File: config.mk
export PLATFORM = sky130hd
export DESIGN_NAME = ioreg_cfg_loader
export DESIGN_NICKNAME = d
export VERILOG_FILES = /design/src/rtl/ioreg_cfg_pkg.sv /design/src/rtl/ioreg_cfg_ser.sv /design/src/rtl/ioreg_cfg_loader.sv
export SDC_FILE = /design/constraint.sdc
export NUM_CORES = 1
export LEC_CHECK = 0
export ABC_CLOCK_PERIOD_IN_PS = 9600
export CAP_MARGIN = 25
export CORE_AREA = 2 2 153 155
export CTS_BUF_LIST = sky130_fd_sc_hd__clkbuf_4
export DETAILED_ROUTE_END_ITERATION = 12
export DIE_AREA = 0 0 155 157
export DONT_BUFFER_PORTS = 1
export PLACE_DENSITY = 0.77
export SLEW_MARGIN = 20
export SYNTH_ARGS = -nofsm -noshare
export SYNTH_HDL_FRONTEND = slang
export SYNTH_SLANG_ARGS = --single-unit
File: constraint.sdc
create_clock -name QCK -period 9.6 [get_ports QCK]
set_clock_uncertainty 0.2 [all_clocks]
set_input_delay 2.4 -clock QCK [delete_from_list [all_inputs] [get_ports QCK]]
set_output_delay 2.4 -clock QCK [all_outputs]
set_load 0.005 [all_outputs]
File: src/rtl/ioreg_cfg_pkg.sv
// Shared definitions for the ioreg configuration loader: field layout,
// sequencing states and width helpers.
package ioreg_cfg_pkg;

  localparam int CFG_W = 4;

  // Bit positions inside one IO's config nibble {INEN,OQE,OSEL,ESEL}.
  localparam int ESEL = 0;
  localparam int OSEL = 1;
  localparam int OQE  = 2;
  localparam int INEN = 3;

  typedef enum logic [2:0] {
    ST_IDLE    = 3'd0,
    ST_FREEZE  = 3'd1,
    ST_SHIFT   = 3'd2,
    ST_LATCH   = 3'd3,
    ST_RELEASE = 3'd4
  } state_t;

  function automatic int idx_width(input int n);
    return (n > 2) ? $clog2(n) : 1;
  endfunction

  function automatic int cnt_width(input int n);
    return $clog2(CFG_W * n);
  endfunction

endpackage

File: src/rtl/ioreg_cfg_ser.sv
// Parallel-to-serial path: captures the shadow snapshot, then emits it MSB
// first (highest IO, bit3 first) on a registered serial output.
module ioreg_cfg_ser
  import ioreg_cfg_pkg::*;
#(
  parameter int NUM_IO = 32
) (
  input  logic                       QCK,
  input  logic                       QRT,
  input  logic                       load,
  input  logic                       prime,
  input  logic                       shift,
  input  logic [CFG_W*NUM_IO-1:0]    data,
  output logic                       last,
  output logic                       sdo
);

  localparam int TOT   = CFG_W * NUM_IO;
  localparam int CNT_W = cnt_width(NUM_IO);
  localparam logic [CNT_W-1:0] CNT_LAST = CNT_W'(TOT - 1);

  logic [TOT-1:0]   snap;
  logic [CNT_W-1:0] cnt;

  assign last = shift && (cnt == CNT_LAST);

  // The snapshot is consumed from the top; prime pre-loads the first bit so
  // sdo is already valid in the first SHIFT cycle.
  always_ff @(posedge QCK or posedge QRT) begin
    if (QRT) begin
      snap <= '0;
      cnt  <= '0;
      sdo  <= 1'b0;
    end else begin
      if (load) begin
        snap <= data;
      end else if (prime || (shift && !last)) begin
        snap <= {snap[TOT-2:0], 1'b0};
      end

      if (prime) begin
        sdo <= snap[TOT-1];
        cnt <= '0;
      end else if (shift) begin
        if (last) begin
          sdo <= 1'b0;
          cnt <= '0;
        end else begin
          sdo <= snap[TOT-1];
          cnt <= cnt + 1'b1;
        end
      end else begin
        sdo <= 1'b0;
      end
    end
  end

endmodule

File: src/rtl/ioreg_cfg_loader.sv
// Shadow config store for an ioreg chain plus the freeze/shift/latch/release
// sequencer that pushes the shadow onto the chain on commit.
//
// state   | meaning
// IDLE    | shadow writable, pads run from active config
// FREEZE  | fixhold up, snapshot held, first bit primed
// SHIFT   | 4*NUM_IO chain shift cycles
// LATCH   | chain transferred into ioreg active config
// RELEASE | fixhold dropped next cycle, done pulse
module ioreg_cfg_loader
  import ioreg_cfg_pkg::*;
#(
  parameter int         NUM_IO  = 32,
  parameter logic [3:0] RST_CFG = 4'b0000
) (
  input  logic                           QCK,
  input  logic                           QRT,
  input  logic                           wr_valid,
  output logic                           wr_ready,
  input  logic [idx_width(NUM_IO)-1:0]   wr_idx,
  input  logic [CFG_W-1:0]               wr_cfg,
  input  logic                           commit,
  output logic                           busy,
  output logic                           done,
  output logic                           chain_sdo,
  output logic                           chain_shift,
  output logic                           chain_latch,
  output logic                           fixhold
);

  localparam int IDX_W = idx_width(NUM_IO);
  localparam int TOT   = CFG_W * NUM_IO;

  state_t state_q, state_d;

  logic [TOT-1:0] shadow_q, shadow_d;
  logic           ser_last;
  logic           snap_load;

  // Indices at or beyond NUM_IO match no slot and are silently dropped.
  always_comb begin
    shadow_d = shadow_q;
    if (wr_valid && wr_ready) begin
      for (int i = 0; i < NUM_IO; i++) begin
        if (wr_idx == IDX_W'(i)) begin
          shadow_d[i*CFG_W +: CFG_W] = wr_cfg;
        end
      end
    end
  end

  always_ff @(posedge QCK or posedge QRT) begin
    if (QRT) begin
      shadow_q <= {NUM_IO{RST_CFG}};
    end else begin
      shadow_q <= shadow_d;
    end
  end

  always_ff @(posedge QCK or posedge QRT) begin
    if (QRT) begin
      state_q <= ST_IDLE;
    end else begin
      state_q <= state_d;
    end
  end

  always_comb begin
    state_d     = state_q;
    busy        = 1'b1;
    fixhold     = 1'b1;
    chain_shift = 1'b0;
    chain_latch = 1'b0;
    done        = 1'b0;
    unique case (state_q)
      ST_IDLE: begin
        busy    = 1'b0;
        fixhold = 1'b0;
        if (commit) state_d = ST_FREEZE;
      end
      ST_FREEZE: begin
        state_d = ST_SHIFT;
      end
      ST_SHIFT: begin
        chain_shift = 1'b1;
        if (ser_last) state_d = ST_LATCH;
      end
      ST_LATCH: begin
        chain_latch = 1'b1;
        state_d     = ST_RELEASE;
      end
      ST_RELEASE: begin
        done    = 1'b1;
        state_d = ST_IDLE;
      end
      default: begin
        state_d = ST_IDLE;
      end
    endcase
  end

  assign wr_ready = !busy;

  // Snapshot from shadow_d so a write accepted alongside commit is included.
  assign snap_load = (state_q == ST_IDLE) && commit;

  ioreg_cfg_ser #(
    .NUM_IO (NUM_IO)
  ) u_ser (
    .QCK   (QCK),
    .QRT   (QRT),
    .load  (snap_load),
    .prime (state_q == ST_FREEZE),
    .shift (state_q == ST_SHIFT),
    .data  (shadow_d),
    .last  (ser_last),
    .sdo   (chain_sdo)
  );

endmodule

==> impl.org, run 1 <==
** Run status
- Outcome :: complete, no violations

** Global route
- Global-route track usage on met2 :: 43.07%
- The number of antenna violations at the first check in global routing is 1.
- Most used routing layer :: met2
- GR Util met1 :: 37.12%
- Entering global routing, the biggest net connects 244 pins.
- Total track usage :: 27.21%
- The first global-routing pass estimated 53.76 mm of wire.
- In the global route stage, met3 resource usage came out at 6.057%.
- The number of global-route vias before repair was 10380.
- Global routing finished with a remaining overflow of 0.

** Floorplanning
- In this run the horizontal extent of the chip is 155 um.
- Initial Util :: 59.31%
- 20 I/O pins were placed.
- Vert. Die Dim :: about 160 um
- Die ar. :: 24340 um2
- The floorplan step defined a core boundary enclosing 22500 um2.
- Row generation in the floorplan step produced between 50 and 60 rows.

** Timing
- RSZ-0062 raised after global routing :: false
- Fmax :: 220.0 MHz
- The count of endpoints failing hold in the final timing report came to 0.
- At the pin with the least slew margin, the transition time is 1.160 ns.
- Setup violations remaining at the end of the flow were counted as 0.
- Once routing completed, OpenROAD measured the worst setup slack at 5.055 ns.
- The worst path uses 47.35% of the clock period.
- In this run the tightest slew margin relative to its limit is 22.66%.
- Sum of negative setup slack :: 0 ns
- Max Transition Viols Final :: 0
- Shortest period the worst path allows :: 4.545 ns

** Pwr
- Power spread over the standard cell area amounts to roughly 150 nW/um2.
- P_leak :: ~6.1 nW
- IR drop worst, VDD :: 0.05115 mV

** Synthesis
- The synthesized netlist devotes 21.58% of its cell area to compound gates.
- Combinational family with the most area after synthesis :: compound AO/OA/AOI/OAI gates
- During synthesis, Yosys emitted a total of 0 warnings.
- After Yosys synthesis, full adders, half adders and majority gates account for less than 1% of the synthesized area.
- In the post-synthesis netlist, the cell with the most instances is sky130_fd_sc_hd__dfrtp_1.
- Ranking of synthesized cells by instance count :: 267 x sky130_fd_sc_hd__dfrtp_1, 242 x sky130_fd_sc_hd__o31ai_1, 152 x sky130_fd_sc_hd__nand3_1
- The netlist uses 44 different library cells.
- Cell types with the largest area share after synthesis :: sky130_fd_sc_hd__dfrtp_1 50%, sky130_fd_sc_hd__o31ai_1 14%, sky130_fd_sc_hd__mux2_2 7.3%
- After synthesis the netlist holds a flip-flop and latch count of 267.
- Synthesis produced 1341 cells.
- Sequential area share after synthesis :: ~50%
- Multiplexer fraction of the synthesized cell area :: about 8.4%
- The mapped netlist covers 13350 um2.
- Synthesized Nets :: 1355
- Post-synthesis area per instance :: ~10 um2
- Summed over its instances, the top area cell type makes up 50.06% of the synthesized netlist area.
- Summed over all instances, the cell type with the most area after synthesis is sky130_fd_sc_hd__dfrtp_1.
- Simple-gate area share of the yosys netlist :: 14.95%
- Share of synthesized flip-flops with an asynchronous set or reset :: 100.0%
- Top flip-flop cell by instance count after synthesis :: sky130_fd_sc_hd__dfrtp_1
- Yosys mapped a number of flops with a built-in enable equal to 0.
- Of the total synthesized cell area, the portion taken by XOR and XNOR cells is 0.06562%.

** Routing
- In this run the remaining antenna-violating nets after routing total 0.
- Detailed-route via count :: 10840
- The detailed router finished its first iteration with 1067 violations.
- After detailed routing, the number of remaining DRC violations is 0.
- DR vias/cell :: around 6.8
- The routed design has 32.86 mm of wire.
- First-pass detailed-route iteration total :: 5
- Post-detailed-route wirelength per cell :: 20.47 um

** Worst hold path
- Kind of path behind the tightest hold check :: register to register

** CTS
- The H-tree was split into 3 levels.
- Number of buffers between clock root and the deepest sink :: 3
- The number of clock buffers added by TritonCTS is 71.
- The tree built by TritonCTS fans out to 267 sinks.
- Cts-stage hold buffer count :: 0
- Root Buffer Master :: sky130_fd_sc_hd__clkbuf_4
- After clock tree synthesis, the setup repair step added 0 buffers.
- The number of gates resized after CTS was 0.
- After clock tree synthesis, the clock-pin slew on the worst setup and hold paths is 0.06 ns.
- The later pin in the worst-skew pair is clocked with a latency of 0.66 ns.
- CTS tree :: yes

** Worst setup path
- CP max FO :: 85
- Category of the worst setup path capture point :: register
- The worst setup path is of the primary input to register kind.
- For the worst setup path, the data required time is 9.88 ns.
- Data arrives at the worst endpoint at just under 5 ns.
- Setup crit start kind :: primary input

** Final layout
- The area growth from synthesis to layout is 5.062%.
- Non-filler cells in the finished layout :: 1605
- Final design instance area without fill :: between 10000 and 15000 um2
- At the end of the flow, the number of nets in the layout was 1290.
- After filler insertion, the fill cell instance count of the layout stands at 1819.
- Post-route core utilization :: 62.31%
- The post-route netlist has 17.21% of its cells at a drive strength greater than 1.

** Place
- The congestion estimate from routability-driven global placement came to 0.7860.
- Once placement completed, the tool counted placed cells totaling 1488.
- Once detailed placement completed, the half-perimeter wirelength came to 17.97 mm.
- # port buffers :: 0
- Prior to clock tree synthesis, the placed netlist has a worst setup slack of between 4 and 5 ns.
- Total placed instance area :: 13200 um2

** Job
- Across the run, the number of max-cap violations was 0.
==> path summary, 6_finish.rpt <==
check	start	endpoint	slack, ns	cells after the start
hold reg to reg	shadow_q[110]	shadow_q[110]	0.29	2
max in group asynchronous	QRT	shadow_q[101]	6.01	3
min in group asynchronous	QRT	shadow_q[44]	1.67	2
hold / removal	shadow_q[110]	shadow_q[110]	0.29	2
setup / recovery	commit	u_ser.snap[116]	5.05	5
setup reg to reg	u_ser.cnt[0]	u_ser.snap[116]	5.97	6
==> placed cells by master, fill, tap and decap left out, types with 3 or more instances in the layout <==
cell type	instances
sky130_fd_sc_hd__or3_1	5
sky130_fd_sc_hd__nand2_1	26
sky130_fd_sc_hd__o31a_1	12
sky130_fd_sc_hd__mux2_2	86
sky130_fd_sc_hd__nand4_1	12
sky130_fd_sc_hd__o31ai_1	242
sky130_fd_sc_hd__a21o_1	13
sky130_fd_sc_hd__nand3_1	152
sky130_fd_sc_hd__nand3b_1	19
sky130_fd_sc_hd__mux2_1	3
sky130_fd_sc_hd__mux2_4	8
sky130_fd_sc_hd__inv_1	4
sky130_fd_sc_hd__nand2b_1	7
sky130_fd_sc_hd__nand4b_1	3
sky130_fd_sc_hd__buf_4	9
sky130_fd_sc_hd__a211oi_1	12
sky130_fd_sc_hd__o21ai_0	29
sky130_fd_sc_hd__or3b_2	10
sky130_fd_sc_hd__dfrtp_1	267
sky130_fd_sc_hd__and3b_1	3
sky130_fd_sc_hd__clkinv_1	13
sky130_fd_sc_hd__a21oi_1	117
sky130_fd_sc_hd__nor2_1	132
sky130_fd_sc_hd__nor2b_1	4
sky130_fd_sc_hd__clkbuf_4	102
==> critical path, cell delays in order <==
cell,delay [ns]
sky130_fd_sc_hd__nor2_1,0.07
sky130_fd_sc_hd__or3_4,0.61
sky130_fd_sc_hd__and2_4,0.60
sky130_fd_sc_hd__buf_4,0.82
sky130_fd_sc_hd__o31ai_1,0.20
==> registers in the layout, summed over array words and instances, names as in the netlist <==
| register | count |
|---|---|
| u_ser.cnt | 7 |
| state_q | 3 |
| shadow_q | 128 |
| u_ser.sdo | 1 |
| u_ser.snap | 128 |
==> metal layers <==
metal	vias up	share of wire [%]
met4	0	2.2
met3	69	7.7
met5	-	0
li1	4896	-
met2	452	48
met1	5419	42
==> logic make-up after synthesis <==
kind of cell | after synthesis
buf+inv | 153
compound gates | 430
simple gates | 392
xor+xnor | 1
mux | 97
flops | 267
fa+ha+maj | 1
==> metrics by stage <==
step | hold WS [ns] | power [mW]
final | 0.2867 | 2.172
after global routing | 0.3067 | 2.262
after CTS | 0.2848 | 2.195
after detailed placement | 0.2704 | 1.254
after global placement | 0.2614 | 1.251
after floorplan | 0.2502 | 1.245
==> report_power, final <==
part | internal (mW) | total, mW | leakage, nW | switching [mW]
logic | 0.0209 | 0.0746 | 1.96 | 0.0538
registers | 1.15 | 1.16 | 3.61 | 0.0120
clock network | 0.484 | 0.940 | 0.494 | 0.456
==> area by class of cell <==
type                       instances  area [um2]  share of cell area, %
tap                              285       356.6                  2.543
multi-input combinational        921        6052                  43.16
antenna                            1       2.502                0.01785
inverter                           5       22.52                 0.1606
clock buffer                     102       765.7                  5.461
timing repair buffer              10       87.58                 0.6246
clock inverter                    14       53.80                 0.3837
sequential                       267        6681                  47.65
Power figures use the tool's default switching activity.
==> run 2, diff against run 1 <==
--- a/config.mk
+++ b/config.mk
@@ -5,14 +5,14 @@
 export SDC_FILE = /design/constraint.sdc
 export NUM_CORES = 1
 export LEC_CHECK = 0
-export ABC_CLOCK_PERIOD_IN_PS = 9600
+export ABC_CLOCK_PERIOD_IN_PS = 4260
 export CAP_MARGIN = 25
 export CORE_AREA = 2 2 153 155
 export CTS_BUF_LIST = sky130_fd_sc_hd__clkbuf_4
 export DETAILED_ROUTE_END_ITERATION = 12
 export DIE_AREA = 0 0 155 157
 export DONT_BUFFER_PORTS = 1
-export PLACE_DENSITY = 0.77
+export PLACE_DENSITY = 0.75
 export SLEW_MARGIN = 20
 export SYNTH_ARGS = -nofsm -noshare
 export SYNTH_HDL_FRONTEND = slang
==> constraint.sdc (replaced) <==
create_clock -name QCK -period 4.26 [get_ports QCK]
set_clock_uncertainty 0.2 [all_clocks]
set_input_delay 1.065 -clock QCK [delete_from_list [all_inputs] [get_ports QCK]]
set_output_delay 1.065 -clock QCK [all_outputs]
set_load 0.005 [all_outputs]
==> run 2 against run 1 <==
Combinational power increased by 140%. Via count increased by 1.3%. Highest routed layer unchanged. Count of clock-buffer cells in the layout increased by 6. Core utilization increased by 1.3 points. Sequential cell count unchanged. Wire length increased by 5.6%. Die area unchanged. First-iteration DRC count increased by 5.2%. Sequential power increased by 130%. Power increased by 140%.
==> impl.org, run 2 (synthesized netlist as in run 1, its figures left out) <==
** Pwr
- Of the total power, registers draw about half.
- Overall power of the completed layout :: 5.183 mW
- Switching share of total power :: 23.46%
- Combinational power share :: around 3.4%
- Across the VDD grid, the largest voltage drop is between 0.1 and 0.15 mV.
- In this run the static leakage power is just over 6 nW.
- The analysis attributes to net switching a power of approximately 1.2 mW.
- Internal power :: between 3 and 4 mW
- PD cells :: 362.0 nW/um2
- Clock power share :: 46.2%

** Final layout
- Summing all non-filler instances in the final layout gives an area of roughly 14000 um2.
- Largest registers :: shadow_q: 128 flops, u_ser.snap: 128 flops, u_ser.cnt: 7 flops
- Ratio of cells with drive above 1 in the final layout :: 18.88%
- In the final design database the tool counted ~1300 nets.
- The library cell used most frequently in the layout, excluding fill and tap cells, is sky130_fd_sc_hd__dfrtp_1.
- Leading cell types in the layout, fill and taps excluded :: 267 x sky130_fd_sc_hd__dfrtp_1, 242 x sky130_fd_sc_hd__o31ai_1, 152 x sky130_fd_sc_hd__nand3_1, 132 x sky130_fd_sc_hd__nor2_1, 117 x sky130_fd_sc_hd__a21oi_1
- Relative to the synthesized area, the layout overhead comes to 7.275%.
- Once layout is complete, the cells apart from fillers number around 1600.
- Post-route core utilization :: 63.63%
- Number of fill cells in the layout :: 1824

** Worst setup path
- STA classifies the critical path startpoint as a register.
- CP arrival :: 1.95 ns
- The worst setup path is captured at an output pin.
- Type of the worst setup path :: register to output pin
- Data required time at the worst endpoint :: 2.99 ns
- CP max FO :: 11
- Across all register-to-register paths, the minimum setup slack is approximately 1.3 ns.

** Floorplanning
- Die ar. :: 24340 um2
- The floorplan step set the die width to 155 um.
- Vert. Die Dim :: 157 um
- Placeable core region :: between 20000 and 25000 um2
- # IOs :: 20
- The floorplan has 55 rows.
- Once the floorplan was initialized, standard cells occupied 59.31% of the core.

** Timing
- Fmax :: between 300 and 400 MHz
- Once routing completed, OpenROAD measured the worst setup slack at 1.043 ns.
- RSZ-0062 raised after global routing :: false
- At the pin with the least slew margin, the transition time is 0.8133 ns.
- Worst Hold Margin :: 0.09405 ns
- Setup violations remaining at the end of the flow were counted as 0.
- Adding up every negative setup slack in the final design gives 0 ns.
- The count of endpoints failing hold in the final timing report came to 0.
- The final number of max-transition violations is 0.
- Final critical-path share of the clock period :: 75.51%
- Measured against its own limit, the worst slew margin works out to 45.78%.
- Counting I/O delays and the setup requirement, the final critical path takes about 3.2 ns.

** Job
- Maximum capacitance violations :: 0

** CTS
- The tree is rooted in a sky130_fd_sc_hd__clkbuf_4.
- Skew-Pair Late Insertion Delay :: about 0.7 ns
- CTS tree :: yes
- Worst-path clk slew :: ~0.070 ns
- Post-CTS timing repair inserted 0 buffers for setup.
- Num CTS Buffers :: 73
- Number of buffers between clock root and the deepest sink :: 3
- Number of gates resized after CTS :: 0
- Clock sink count :: 267
- The number of hold buffers added after CTS was 0.
- The H-tree was split into 3 levels.

** Place
- Detailed placer's ending HPWL :: 19.61 mm
- At the end of routability-driven placement, the weighted congestion stood at 0.7870.
- At the placement stage, the worst setup path has a slack of roughly 0.91 ns.
- Total placed instance area :: 13370 um2
- Number of placed cells counting well taps :: about 1500
- Input and output buffers added on the ports amount to 0.

** Routing
- DR vias/cell :: 6.748
- In the routed design, unresolved DRC markers number 0.
- Dividing the detail-routed wire length by the instance count gives 21.34 um.
- The first routing iteration left 1123 violations.
- Total wire length after detailed routing :: 34.70 mm
- For this run, the detailed router's first-pass iteration total came to 6.
- Remaining antenna violation count :: 0
- Summing over every cut layer, the via total after detailed routing is 10970.

** Global route
- After global routing the overflow that remains totals 0.
- First-pass GRT wire length :: 56.79 mm
- Vias in the first global route :: 10830
- Total track usage :: just under 30%
- Entering global routing, the biggest net connects 88 pins.
- The number of antenna violations at the first check in global routing is 1.

** Worst hold path
- The path class of the tightest hold or removal check is primary input to asynchronous set/reset pin.

** Run status
- Outcome :: complete, no violations
==> run 2: changes by cell type in the layout (fill, tap and decap cells not counted), sizes merged <==
| cell | change |
|---|---|
| bufinv | +3 |
| inv | +3 |
| buf | +14 |
| clkbuf | +6 |
| clkinv | -5 |
==> run 2: final timing paths <==
kind	start	to	depth (start not counted)
setup / recovery	state_q[1]	chain_shift	2
hold / removal	QRT	u_ser.snap[43]	1
setup reg to reg	state_q[0]	u_ser.snap[102]	6
hold reg to reg	shadow_q[121]	shadow_q[121]	2
max in group asynchronous	QRT	u_ser.snap[118]	2
min in group QCK	shadow_q[121]	shadow_q[121]	2
==> run 2: metal layers <==
metal	global-route usage, %	up-vias	part of all wire (%)
met5	0	-	0
met4	10.93	0	2.1
met3	6.856	59	8.8
met2	44.36	474	46
met1	40.78	5499	43
li1	-	4941	-
==> run 2: power by group through the flow <==
stage          clock (mW)  combinational (mW)  sequential (mW)
2_1_floorplan           0               0.158             2.65
3_3_place_gp            0               0.176             2.65
3_5_place_dp            0               0.181             2.65
4_1_cts              2.44               0.180             2.61
5_1_grt              2.58               0.200             2.61
6_report             2.40               0.179             2.61
==> run 2: final cells by class <==
cell class | instances | area [um2] | area share (%)
flip-flops and latches | 267 | 6681 | 46.67
diodes | 1 | 2.502 | 0.01748
clock buffers | 108 | 810.8 | 5.663
multi-input cells | 921 | 6052 | 42.27
inverters | 5 | 22.52 | 0.1573
clock inverters | 15 | 136.4 | 0.9525
repair buffers | 24 | 255.2 | 1.783
well taps | 285 | 356.6 | 2.491
==> run 2: worst max-delay path: stages (launching register included) <==
cell and delay [ns]:
sky130_fd_sc_hd__dfrtp_1 0.54, sky130_fd_sc_hd__or3b_1 0.51, sky130_fd_sc_hd__inv_1 0.23
==> run 3, diff against run 2 <==
--- a/config.mk
+++ b/config.mk
@@ -5,7 +5,7 @@
 export SDC_FILE = /design/constraint.sdc
 export NUM_CORES = 1
 export LEC_CHECK = 0
-export ABC_CLOCK_PERIOD_IN_PS = 4260
+export ABC_CLOCK_PERIOD_IN_PS = 3300
 export CAP_MARGIN = 25
 export CORE_AREA = 2 2 153 155
 export CTS_BUF_LIST = sky130_fd_sc_hd__clkbuf_4
==> constraint.sdc (replaced) <==
create_clock -name QCK -period 3.3 [get_ports QCK]
set_clock_uncertainty 0.2 [all_clocks]
set_input_delay 0.825 -clock QCK [delete_from_list [all_inputs] [get_ports QCK]]
set_output_delay 0.825 -clock QCK [all_outputs]
set_load 0.005 [all_outputs]
==> run 3 against run 2 <==
Non-clock buffer count up 4. Sequential share of layout area shrank 0.15 points. Critical path type unchanged. Global-route usage decreased by 0.13 points. Power rose by 27%. Setup slack got worse by 0.71 ns. Combinational power up 31%. Cell count is 0.12% higher. Worst hold slack worse by 0.025 ns. Register-to-register slack lost 0.84 ns. Sequential cell count unchanged. Critical endpoint unchanged.
==> impl.org, run 3 (synthesized netlist as in run 1, its figures left out) <==
** Run status
- Outcome :: complete, no violations

** Final layout
- The library cell used most frequently in the layout, excluding fill and tap cells, is sky130_fd_sc_hd__dfrtp_1.
- Net count of the finished layout :: 1310
- Post-route core utilization :: between 60% and 70%
- The finished layout holds about 1600 standard cells, fillers aside.
- Number of fill cells in the layout :: 1870
- The largest registers in the layout are shadow_q: 128 flops, u_ser.snap: 128 flops, u_ser.cnt: 7 flops.
- Synth-to-layout area growth :: 7.631%
- The post-route netlist has 18.85% of its cells at a drive strength greater than 1.
- Final design instance area without fill :: 14370 um2
- Leading cell types in the layout, fill and taps excluded :: 267 x sky130_fd_sc_hd__dfrtp_1, 242 x sky130_fd_sc_hd__o31ai_1, 152 x sky130_fd_sc_hd__nand3_1, 132 x sky130_fd_sc_hd__nor2_1, 117 x sky130_fd_sc_hd__a21oi_1

** Timing
- Total setup violations reported at the end of the flow :: 0
- RSZ-0062 raised after global routing :: false
- For the pin with the worst max-slew slack, the measured transition is 0.8222 ns.
- Final critical-path share of the clock period :: 90.00%
- The final number of max-transition violations was 0.
- Sum of negative setup slack :: 0 ns
- Shortest period the worst path allows :: 2.970 ns
- The count of endpoints failing hold in the final timing report came to 0.
- Static timing analysis puts the maximum clock frequency at 336.7 MHz.
- Measured against its own limit, the worst slew margin works out to 45.02%.

** Routing
- DR vias/cell :: 6.649
- Total wire length after detailed routing :: approximately 34 mm
- The first detailed-routing pass took 5 iterations.
- In the final routed layout, each cell accounts on average for 20.98 um.
- Drt first-iter violations :: 1196
- The count of nets left with antenna violations once routing finished came out at 0.
- After detailed routing, the number of remaining DRC violations is 0.
- Detailed-route via count :: 10830

** Pwr
- Sequential share of power :: 51.2%
- After layout, the design draws a total of roughly 6.6 mW.
- IR drop worst, VDD :: 0.1715 mV
- Clock power share :: between 40% and 50%
- P_leak :: 6.230 nW
- Switching share of total power :: 23.55%
- Internal power comes to 5.031 mW.
- Of the total power, combinational logic draws 3.6%.
- PD cells :: 458.1 nW/um2
- Switching component of the power :: between 1.5 and 2 mW

** Worst hold path
- The startpoint identified for the worst hold timing path is wr_cfg[3].
- Kind of path behind the tightest hold check :: primary input to register

** CTS
- Number of buffers between clock root and the deepest sink :: 3
- Clock sink count :: 267
- Root Buffer Master :: sky130_fd_sc_hd__clkbuf_4
- Gates resized during post-CTS repair numbered 0.
- Skew-Pair Late Insertion Delay :: 0.69 ns
- CTS built an H-tree with a depth of 3.
- CTS tree :: yes
- Num CTS Buffers :: 73
- Worst-path clk slew :: 0.08 ns

** Place
- Number of placed cells counting well taps :: 1505
- Total placed instance area :: 13440 um2
- Routability-driven placement finished with a final weighted congestion of between 0.8 and 0.9.
- Detailed placer's ending HPWL :: ~19 mm
- Buffers placed on the I/O ports in this run total 0.

** Worst setup path
- Timing startpoint of the critical path :: state_q[0]
- By startpoint and endpoint, the worst setup path is classified as register to output pin.
- In this run the worst path has a maximum fanout of 11.
- Data required time at the worst endpoint :: 2.27 ns
- The worst register-to-register path begins at state_q[0].
- Slowest CP cell :: sky130_fd_sc_hd__or3b_1
- The signal on the critical path passes through or3b_1 -> inv_1.
- In this design, the stage delay of the slowest critical-path cell is ~0.54 ns.
- The worst setup path is launched from a register.
- CP arrival :: 1.94 ns
- Category of the worst setup path capture point :: output pin

** Global route
- Vias in the first global route :: around 11000
- Entering global routing, the biggest net connects ~130 pins.
- For this run the aggregate overflow at the end of global routing stands at 0.
- Initial antenna violation count :: 1
- The first global-routing pass estimated between 50 and 60 mm of wire.
- Across every metal layer, demand over resource in global routing totals 28.96%.

** Floorplanning
- The floorplan step set the die width to between 150 and 200 um.
- # IOs :: 20
- Die ar. :: 24340 um2
- Vert. Die Dim :: 157 um
- In this run the standard cell core region covers 22500 um2.
- Row generation in the floorplan step produced 55 rows.
- Initial Util :: 59.31%

** Job
- Across the run, the number of max-cap violations was 0.
run 3: cell count changes in the layout (fill, tap and decap cells not counted):
cell and change:
sky130_fd_sc_hd__clkinv_2 -1, sky130_fd_sc_hd__inv_2 -1, sky130_fd_sc_hd__bufinv_16 -1, sky130_fd_sc_hd__clkinv_1 +1, sky130_fd_sc_hd__dlygate4sd3_1 +1, sky130_fd_sc_hd__buf_4 -1
sky130_fd_sc_hd__buf_12 +4, sky130_fd_sc_hd__clkinvlp_4 +1, sky130_fd_sc_hd__clkbuf_4 -1
run 3: cell type report:
| type | instances | area [um2] | area share, % |
|---|---|---|---|
| tap | 285 | 356.6 | 2.482 |
| timing repair buffer | 28 | 337.8 | 2.352 |
| clock buffer | 107 | 803.3 | 5.592 |
| sequential | 267 | 6681 | 46.51 |
| clock inverter | 14 | 108.9 | 0.7578 |
| antenna | 1 | 2.502 | 0.01742 |
| inverter | 5 | 22.52 | 0.1568 |
| multi-input combinational | 921 | 6052 | 42.13 |
run 3: worst paths after layout:
kind / endpoint / slack (ns) / cells past startpoint
max: chain_shift / 0.33 / 2
min: shadow_q[23] / 0.07 / 1
max reg2reg: u_ser.snap[23] / 0.50 / 5
min reg2reg: shadow_q[121] / 0.29 / 2
max in group asynchronous: u_ser.snap[3] / 1.61 / 3
min in group asynchronous: u_ser.snap[35] / 0.42 / 2
run 3: critical path, delay by kind of cell, from the launching register on:
| kind | cells | cell delay (ns) |
|---|---|---|
| buffers and inverters | 1 | 0.23 |
| AND/OR/NAND/NOR | 1 | 0.54 |
| flip-flops | 1 | 0.50 |
run 3: what timing repair did:
item                       in CTS  in global routing
hold buffers                    1                  0
hold endpoints to repair       12                  0
setup buffers                   0                  0
setup endpoints to repair       0                  0
run 3: power groups by stage:
| stage | Sequential [mW] | Combinational [mW] | Clock (mW) |
|---|---|---|---|
| 2_1_floorplan | 3.42 | 0.204 | 0 |
| 3_3_place_gp | 3.42 | 0.232 | 0 |
| 3_5_place_dp | 3.42 | 0.236 | 0 |
| 5_1_grt | 3.37 | 0.262 | 3.23 |
| 4_1_cts | 3.36 | 0.237 | 3.05 |
| 6_report | 3.37 | 0.235 | 2.98 |
run 3: through the flow:
stage | setup WS (ns) | hold slack (ns)
3_3_place_gp | 0.3726 | 0.2614
2_1_floorplan | -1.250 | 0.2502
6_report | 0.3301 | 0.06878
4_1_cts | 0.3026 | 0.02061
3_5_place_dp | 0.3166 | 0.2712
5_1_grt | 0.2448 | 0.02177
run 3: routing by layer:
metal	wire length (um)	vias to the layer above	track usage, %
met3	2634	58	6.773
li1	-	4953	-
met4	722	0	10.36
met2	15610	433	44.28
met1	15190	5381	40.74
met5	0	-	0
